<file path="src/rtl/gin_scan_loader.sv">
// gin_scan_loader
// Loads CHAIN_LEN controller IDs into an external ID scan chain and, optionally,
// reads the chain back by rotating it once, comparing every ID against a local
// shadow copy of what was loaded.
//
// Ports
//   clk          sole clock, rising edge
//   rst          asynchronous, active-high reset
//   cfg_start    one-cycle request to begin a load sequence (honoured in IDLE only)
//   verify_en    sampled with an accepted cfg_start; 1 adds a readback pass
//   cfg_valid    cfg_id holds the next ID to load
//   cfg_id       next ID to shift into the chain
//   cfg_ready    loader accepts cfg_id this cycle (LOAD state)
//   set_id       scan-chain shift enable
//   id_scan_in   value presented to the chain head
//   id_scan_out  registered value from the chain tail
//   busy         LOAD or VERIFY in progress
//   done         one-cycle pulse when a sequence completes
//   error        sticky readback-mismatch flag, cleared by the next accepted start
module gin_scan_loader #(
  parameter int ID_LEN    = 5,
  parameter int CHAIN_LEN = 14
) (
  input  logic              clk,
  input  logic              rst,
  input  logic              cfg_start,
  input  logic              verify_en,
  input  logic              cfg_valid,
  input  logic [ID_LEN-1:0] cfg_id,
  output logic              cfg_ready,
  output logic              set_id,
  output logic [ID_LEN-1:0] id_scan_in,
  input  logic [ID_LEN-1:0] id_scan_out,
  output logic              busy,
  output logic              done,
  output logic              error
);

  localparam int CNT_W = $clog2(CHAIN_LEN) + 1;
  localparam int IDX_W = $clog2(CHAIN_LEN);
  localparam logic [CNT_W-1:0] LAST = CNT_W'(CHAIN_LEN - 1);

  typedef enum logic [1:0] {
    IDLE,
    LOAD,
    VERIFY,
    DONE
  } state_t;

  state_t            state;
  logic [CNT_W-1:0]  count;
  logic              verify_q;
  logic [ID_LEN-1:0] shadow [CHAIN_LEN];
  logic [IDX_W-1:0]  idx;
  logic              accept;

  // count never exceeds CHAIN_LEN-1 while it is used as an index.
  assign idx    = count[IDX_W-1:0];
  assign accept = (state == LOAD) && cfg_valid;

  // Control FSM. busy, done and cfg_ready are registered alongside the state so
  // they change only on clock edges (or immediately on reset).
  // NOTE: every register here uses non-blocking assignment so all state
  // updates see the pre-edge values, independent of statement order.
  always_ff @(posedge clk or posedge rst) begin
    if (rst) begin
      state     <= IDLE;
      count     <= '0;
      verify_q  <= 1'b0;
      error     <= 1'b0;
      done      <= 1'b0;
      busy      <= 1'b0;
      cfg_ready <= 1'b0;
    end else begin
      case (state)
        IDLE: begin
          if (cfg_start) begin
            state     <= LOAD;
            verify_q  <= verify_en;
            error     <= 1'b0;
            count     <= '0;
            busy      <= 1'b1;
            cfg_ready <= 1'b1;
          end
        end

        LOAD: begin
          // No timeout: an idle cfg_valid simply holds the chain and count.
          if (cfg_valid) begin
            if (count == LAST) begin
              count     <= '0;
              cfg_ready <= 1'b0;
              if (verify_q) begin
                state <= VERIFY;
              end else begin
                state <= DONE;
                busy  <= 1'b0;
                done  <= 1'b1;
              end
            end else begin
              count <= count + 1'b1;
            end
          end
        end

        VERIFY: begin
          // The first ID loaded sits at the tail, so rotation cycle k presents
          // the k-th accepted ID on id_scan_out.
          if (id_scan_out != shadow[idx]) begin
            error <= 1'b1;
          end
          if (count == LAST) begin
            count <= '0;
            state <= DONE;
            busy  <= 1'b0;
            done  <= 1'b1;
          end else begin
            count <= count + 1'b1;
          end
        end

        DONE: begin
          state <= IDLE;
          done  <= 1'b0;
        end

        default: begin
          state     <= IDLE;
          busy      <= 1'b0;
          done      <= 1'b0;
          cfg_ready <= 1'b0;
        end
      endcase
    end
  end

  // Shadow copy of the loaded IDs, indexed by acceptance order.
  // NOTE: storage arrays carry no reset; their contents are only read after a
  // full load has rewritten every entry, and a reset branch would block RAM
  // inference.
  always_ff @(posedge clk) begin
    if (accept) begin
      shadow[idx] <= cfg_id;
    end
  end

  // Scan-chain drive. set_id follows cfg_valid combinationally in LOAD so an
  // accepted ID shifts into the chain on the same edge it is accepted; VERIFY
  // feeds the tail back to the head to rotate the chain.
  // NOTE: defaults first so every path assigns every output and no latch forms.
  always_comb begin
    set_id     = 1'b0;
    id_scan_in = '0;
    case (state)
      LOAD: begin
        set_id     = cfg_valid;
        id_scan_in = cfg_id;
      end
      VERIFY: begin
        set_id     = 1'b1;
        id_scan_in = id_scan_out;
      end
      default: begin
        set_id     = 1'b0;
        id_scan_in = '0;
      end
    endcase
  end

endmodule

</file>
<file path="config.mk">
export PLATFORM = sky130hd
export DESIGN_NAME = gin_scan_loader
export DESIGN_NICKNAME = d
export VERILOG_FILES = /design/src/rtl/gin_scan_loader.sv
export SDC_FILE = /design/constraint.sdc
export NUM_CORES = 1
export LEC_CHECK = 0
export ABC_CLOCK_PERIOD_IN_PS = 2100
export BUFFER_PORTS_ARGS = -buffer_cell sky130_fd_sc_hd__buf_2
export CORE_MARGIN = 5
export CORE_UTILIZATION = 54
export CTS_CLUSTER_DIAMETER = 80
export CTS_CLUSTER_SIZE = 24
export DETAILED_ROUTE_END_ITERATION = 12
export PLACE_DENSITY_LB_ADDON = 0.05
export SETUP_SLACK_MARGIN = 0.02
export SLEW_MARGIN = 20
export SYNTH_ARGS = -nofsm -noshare
export SYNTH_HDL_FRONTEND = slang
export SYNTH_SLANG_ARGS = --single-unit
</file>
<file path="constraint.sdc">
create_clock -name clk -period 2.1 [get_ports clk]
set_input_delay 0.105 -clock clk [delete_from_list [all_inputs] [get_ports clk]]
set_output_delay 0.105 -clock clk [all_outputs]
set_load 0.02 [all_outputs]
</file>
# Yosys cells after proc, flatten, opt, wreduce, memory -nomap -nowiden
# Memories as Yosys holds them, arrays and structs flattened.
# Cells that the tools add are included.
# totals
memories	1
output_inout_bits	10
ff_bits	12
ram_bits	70
in_bits	15
wordCells	63
# op_classes
muxes	30
reduce_logical	13
eq_ne	11
n_addsub	1
# mem_list
memory	depth	width	read_ports	rd_ports_with_merged_regs	wr	line	text
shadow	14	5	1	0	1	53	logic [ID_LEN-1:0] shadow [CHAIN_LEN];
# op_table
cell	n
$mux W1	15
$mux W5	3
$pmux W5 S3	1
$ne A2 B2 Y1 const B	5
$pmux W5 S2	1
$mux W2	4
$pmux W2 S4	1
$reduce_and A4 Y1	2
$pmux W1 S2	3
$pmux W1 S3	2
$reduce_and A3 Y1	2
$reduce_and A6 Y1	1
$reduce_bool A3 Y1	2
$add A5 B1 Y5 const B	1
$eq A5 B4 Y1 const B	1
$ne A5 B5 Y1	1
$reduce_and A5 Y1	1
$eq A2 B2 Y1 const B	2
$reduce_bool A2 Y1	2
$eq A2 B1 Y1 const B	1
$logic_not A2 Y1	1
$ne A2 B1 Y1 const B	1
$reduce_and A2 Y1	1
$logic_and A1 B1 Y1	1

# Longest topological paths before layout
# depth
word_depth	4
ltp_mapped	11
ltp_nobuf	8

# Worst setup path after synthesis
# OpenSTA, ideal clock, no wires.
# synth_timing
kind	register -> register
from	reg count[1]
to	reg state[1]
arrival_time_ns	2.042
path_buffers	3
t_required_ns	1.975
stages_incl_launch_ff	10
synth_period_minus_slack_ns	2.166
setup_time_ns	0.125
slack_ns	-0.066
cell_sequence	dfrtp_1 buf_6 buf_6 buf_2 inv_1 ha_1 nand4b_1 a21oi_1 o21ai_0 mux2_2
# synth_between
elab_chain_cells	3
elab_cells_between_ends	4
classes_between	3 x eq/ne; 1 x reduce/logical
# synth_lines
item	line	text
from (decl)	51	logic [CNT_W-1:0] count;
from (signal assigned)	101	count <= count + 1'b1;
from (signal assigned)	118	count <= count + 1'b1;
$eq A5 B4 Y1 (*)	90, 112	
$ne A2 B2 Y1 (no line) / $ne A2 B1 Y1 (equally long branches)	n/a	
$reduce_and A4 Y1 (no line) (*)	n/a	
to (signal assigned)	94	state <= VERIFY;
to (signal assigned)	96	state <= DONE;
to (signal assigned)	114	state <= DONE;
to (decl)	50	state_t state;
# Mark *: on every way between the ends. The rest lies on a longest branch, timed or not.
# A chain may end at the register's enable or synchronous reset.

# Worst setup path in the final report
# layout_timing
from	reg count[1]
to	reg error
# layout_between
elab_chain_cells	4
# layout_lines
item	line	text
$mem_v2 Z14 W5	n/a	
$ne A5 B5 Y1	109	if (id_scan_out != shadow[idx]) begin
$ne A2 B2 Y1 (no line)	n/a	
$reduce_and A3 Y1 (no line)	n/a	
to (signal assigned)	70	error <= 1'b0;
to (signal assigned)	80	error <= 1'b0;
to (signal assigned)	110	error <= 1'b1;
to (decl)	36	output logic error
# No other way between the ends.

==> run summary <==
max layer used = met4
via count = 2253
crit path cell chain = buf_12 -> mux2_4 -> mux4_2 -> mux2i_1 -> xnor2_1 -> nor4b_2 -> a31oi_1
Die H = 92.6 um
CTS Root Cell = clkbuf_8
worst-skew pair later-pin latency = 0.35 ns
largest net degree at the start of global routing = 16
Global Route Usage Sum = 0.201
clock power share = 0.208
CP top delay family = multiplexers
DRT antenna net count = 0
antenna violations before repair = 0
Pint = 3440 uW
Synth Area per Inst = 14.9 sq um
most frequent cells in the layout = 70 x edfxtp_1, 27 x buf_4, 24 x buf_2
number of global-route vias before repair = 2290
CP Data Required Time = 2.33 ns
flops & latches, synth = 82
Worst slew margin = 0.686
Fin Hold WS = 0.0174 ns
Comb power frac = 0.403
IO Pins = 25
Sw Pwr = 1740 uW
Final Hold Violating Endpoints = 0
Mapped Cells = 248
Ys Warns = 0
first-pass GRT wire length = 12500 um
register area share after synthesis = 0.652
commonest non-fill, non-tap cell in the layout = edfxtp_1
syn_nets = 272
Yosys top cell by area = edfxtp_1
Crit-path slowest cell = mux4_2
RSZ-0062 raised after global routing = true
top cells by area, synth = edfxtp_1 57%, dfrtp_1 8.1%, mux4_2 7.3%
largest vdd supply drop = 0.000554 V
first drt pass iteration count = 4
Setup TNS Final = 0 ns
DR DRC count = 0
Startpoint Class = flop
Bufs on Longest Clock Path = 2
hpwl dp = 5360 um
area share of the largest cell type after synthesis = 0.570
clock-pin slew on the worst setup and hold paths = 0.08 ns
drt via density = 5.82
EDFF count, synth = 70
share of layout cells above drive strength 1 = 0.326
Sw Share = 0.336
IO buf count = 24
Post-Route WL = 7870 um
Placeable Area = 6720 sq um
met3 wire length = 485 um
library cells used by synthesis = 39
total chip power = 5180 uW
Pwr per Cell Area = 1190 nW/um^2
die area = 8580 sq um
Critical path buffers and inverters = 1
status = complete, no violations
Sink Count = 82
Crit Path Max Fanout = 11
Remaining Overflow, GRT = 0
CTS H-tree depth = 3
synthesis-to-layout area growth = 18.3%
Static Leakage = 0.00159 uW
met2 WL post-DR = 3540 um
Synth Flop Type = edfxtp_1
Max stage delay on crit path = 0.44 ns
HP Class = in -> reg
worst-margin pin slew = 0.471 ns
Initial Utilization = 0.549
crit path time final = 2.07 ns
Mapped Area = 3690 sq um
Final nets = 326
DR iter-0 viols = 196
die span in x = 92.6 um
final setup violation count = 0
min setup slack post-route = 0.0292 ns
Metal-1 WL = 3670 um
final worst-path cycle share = 0.986
CP Class = reg -> reg
Max Fclk = 483 MHz
Worst setup EP type = flop
placed instance count = 367
Post-Place Setup Slack = 0.00169 ns
non-filler instance count after layout = 387
clk_skew = 0.00738 ns
Seq pwr share = 0.389
routed length per instance = 20.3 um
Final Max Tran Viols = 0
max cap viols = 0
CTS tree = built
ANT cells = 0
row cnt = 30
Arrival @ worst endpoint = 2.30 ns
CTS Buf Count = 9
GP Congestion = 0.831
asr flop ratio synth = 0.146
-- final timing paths --
check                          start           end  slack [ns]  cells after the start
setup / recovery            count[1]         error        0.03                      7
hold / removal             cfg_id[0]  shadow[2][0]        0.02                      1
setup reg to reg            count[1]         error        0.03                      7
hold reg to reg                 done          done        0.49                      1
max in group asynchronous        rst      count[0]        1.44                      3
min in group asynchronous        rst      count[3]        0.31                      3
-- metal layers --
layer	vias to the layer above	global-route usage
met5	-	0
met4	0	0.0794
met3	16	0.0650
met2	68	0.291
met1	1111	0.282
li1	1058	-
-- sequential cells by signal (all words and copies together) (netlist names) --
register,count
shadow,70
error,1
state,2
done,1
cfg_ready,1
verify_q,1
busy,1
count,5
-- Yosys cell counts (2+ instances only) --
| cell | count |
|---|---|
| mux2i_1 | 7 |
| inv_1 | 5 |
| mux2_2 | 9 |
| o211ai_1 | 2 |
| nand3_1 | 10 |
| buf_6 | 2 |
| ha_1 | 9 |
| edfxtp_1 | 70 |
| a22oi_1 | 8 |
| a21oi_1 | 5 |
| clkbuf_1 | 9 |
| nand2_1 | 11 |
| nand2b_1 | 3 |
| mux4_2 | 12 |
| o31ai_1 | 5 |
| nor3_1 | 8 |
| xnor2_1 | 4 |
| o21ai_0 | 10 |
| nor2b_1 | 10 |
| nor2_1 | 16 |
| buf_2 | 2 |
| dfrtp_1 | 12 |
| mux2_1 | 2 |
| nand3b_1 | 2 |
-- final cells by class --
type                       instances  area [sq um]
timing repair buffer              57           427
sequential                        82          2400
fill                             514          2360
multi-input combinational        145          1220
clock buffer                      10           128
tap                               80           100
inverter                           7          26.3
clock inverter                     6          57.6
-- power groups by stage --
stage | Combinational [uW] | Sequential [uW] | Clock [uW]
finish | 2090 | 2010 | 1080
CTS | 2030 | 2000 | 1100
global placement | 1940 | 2040 | 0
global route | 2280 | 2030 | 1180
floorplan | 1400 | 2020 | 0
detailed placement | 1950 | 2040 | 0
-- kinds of logic after synthesis --
| logic type | Yosys count | synth area share |
|---|---|---|
| flops | 82 | 0.652 |
| compound gates | 36 | 0.0638 |
| fa+ha+maj | 9 | 0.0306 |
| xor+xnor | 5 | 0.0119 |
| mux | 30 | 0.126 |
| simple gates | 65 | 0.0900 |
| buf+inv | 21 | 0.0261 |
-- through the flow --
step                utilization  instance area (sq um)
global placement          0.607                   4080
finish                    0.649                   4360
global route              0.649                   4360
floorplan                     -                   3690
CTS                       0.644                   4320
detailed placement        0.607                   4080
-- repair_timing --
item	CTS	global route
hold endpoints to repair	13	0
hold buffers	2	0
cloned	1	0
setup buffers	1	0
pin swaps	0	3
gates resized for setup	0	10
setup endpoints to repair	1	13
No activity file was read; power rests on OpenSTA's default activity.
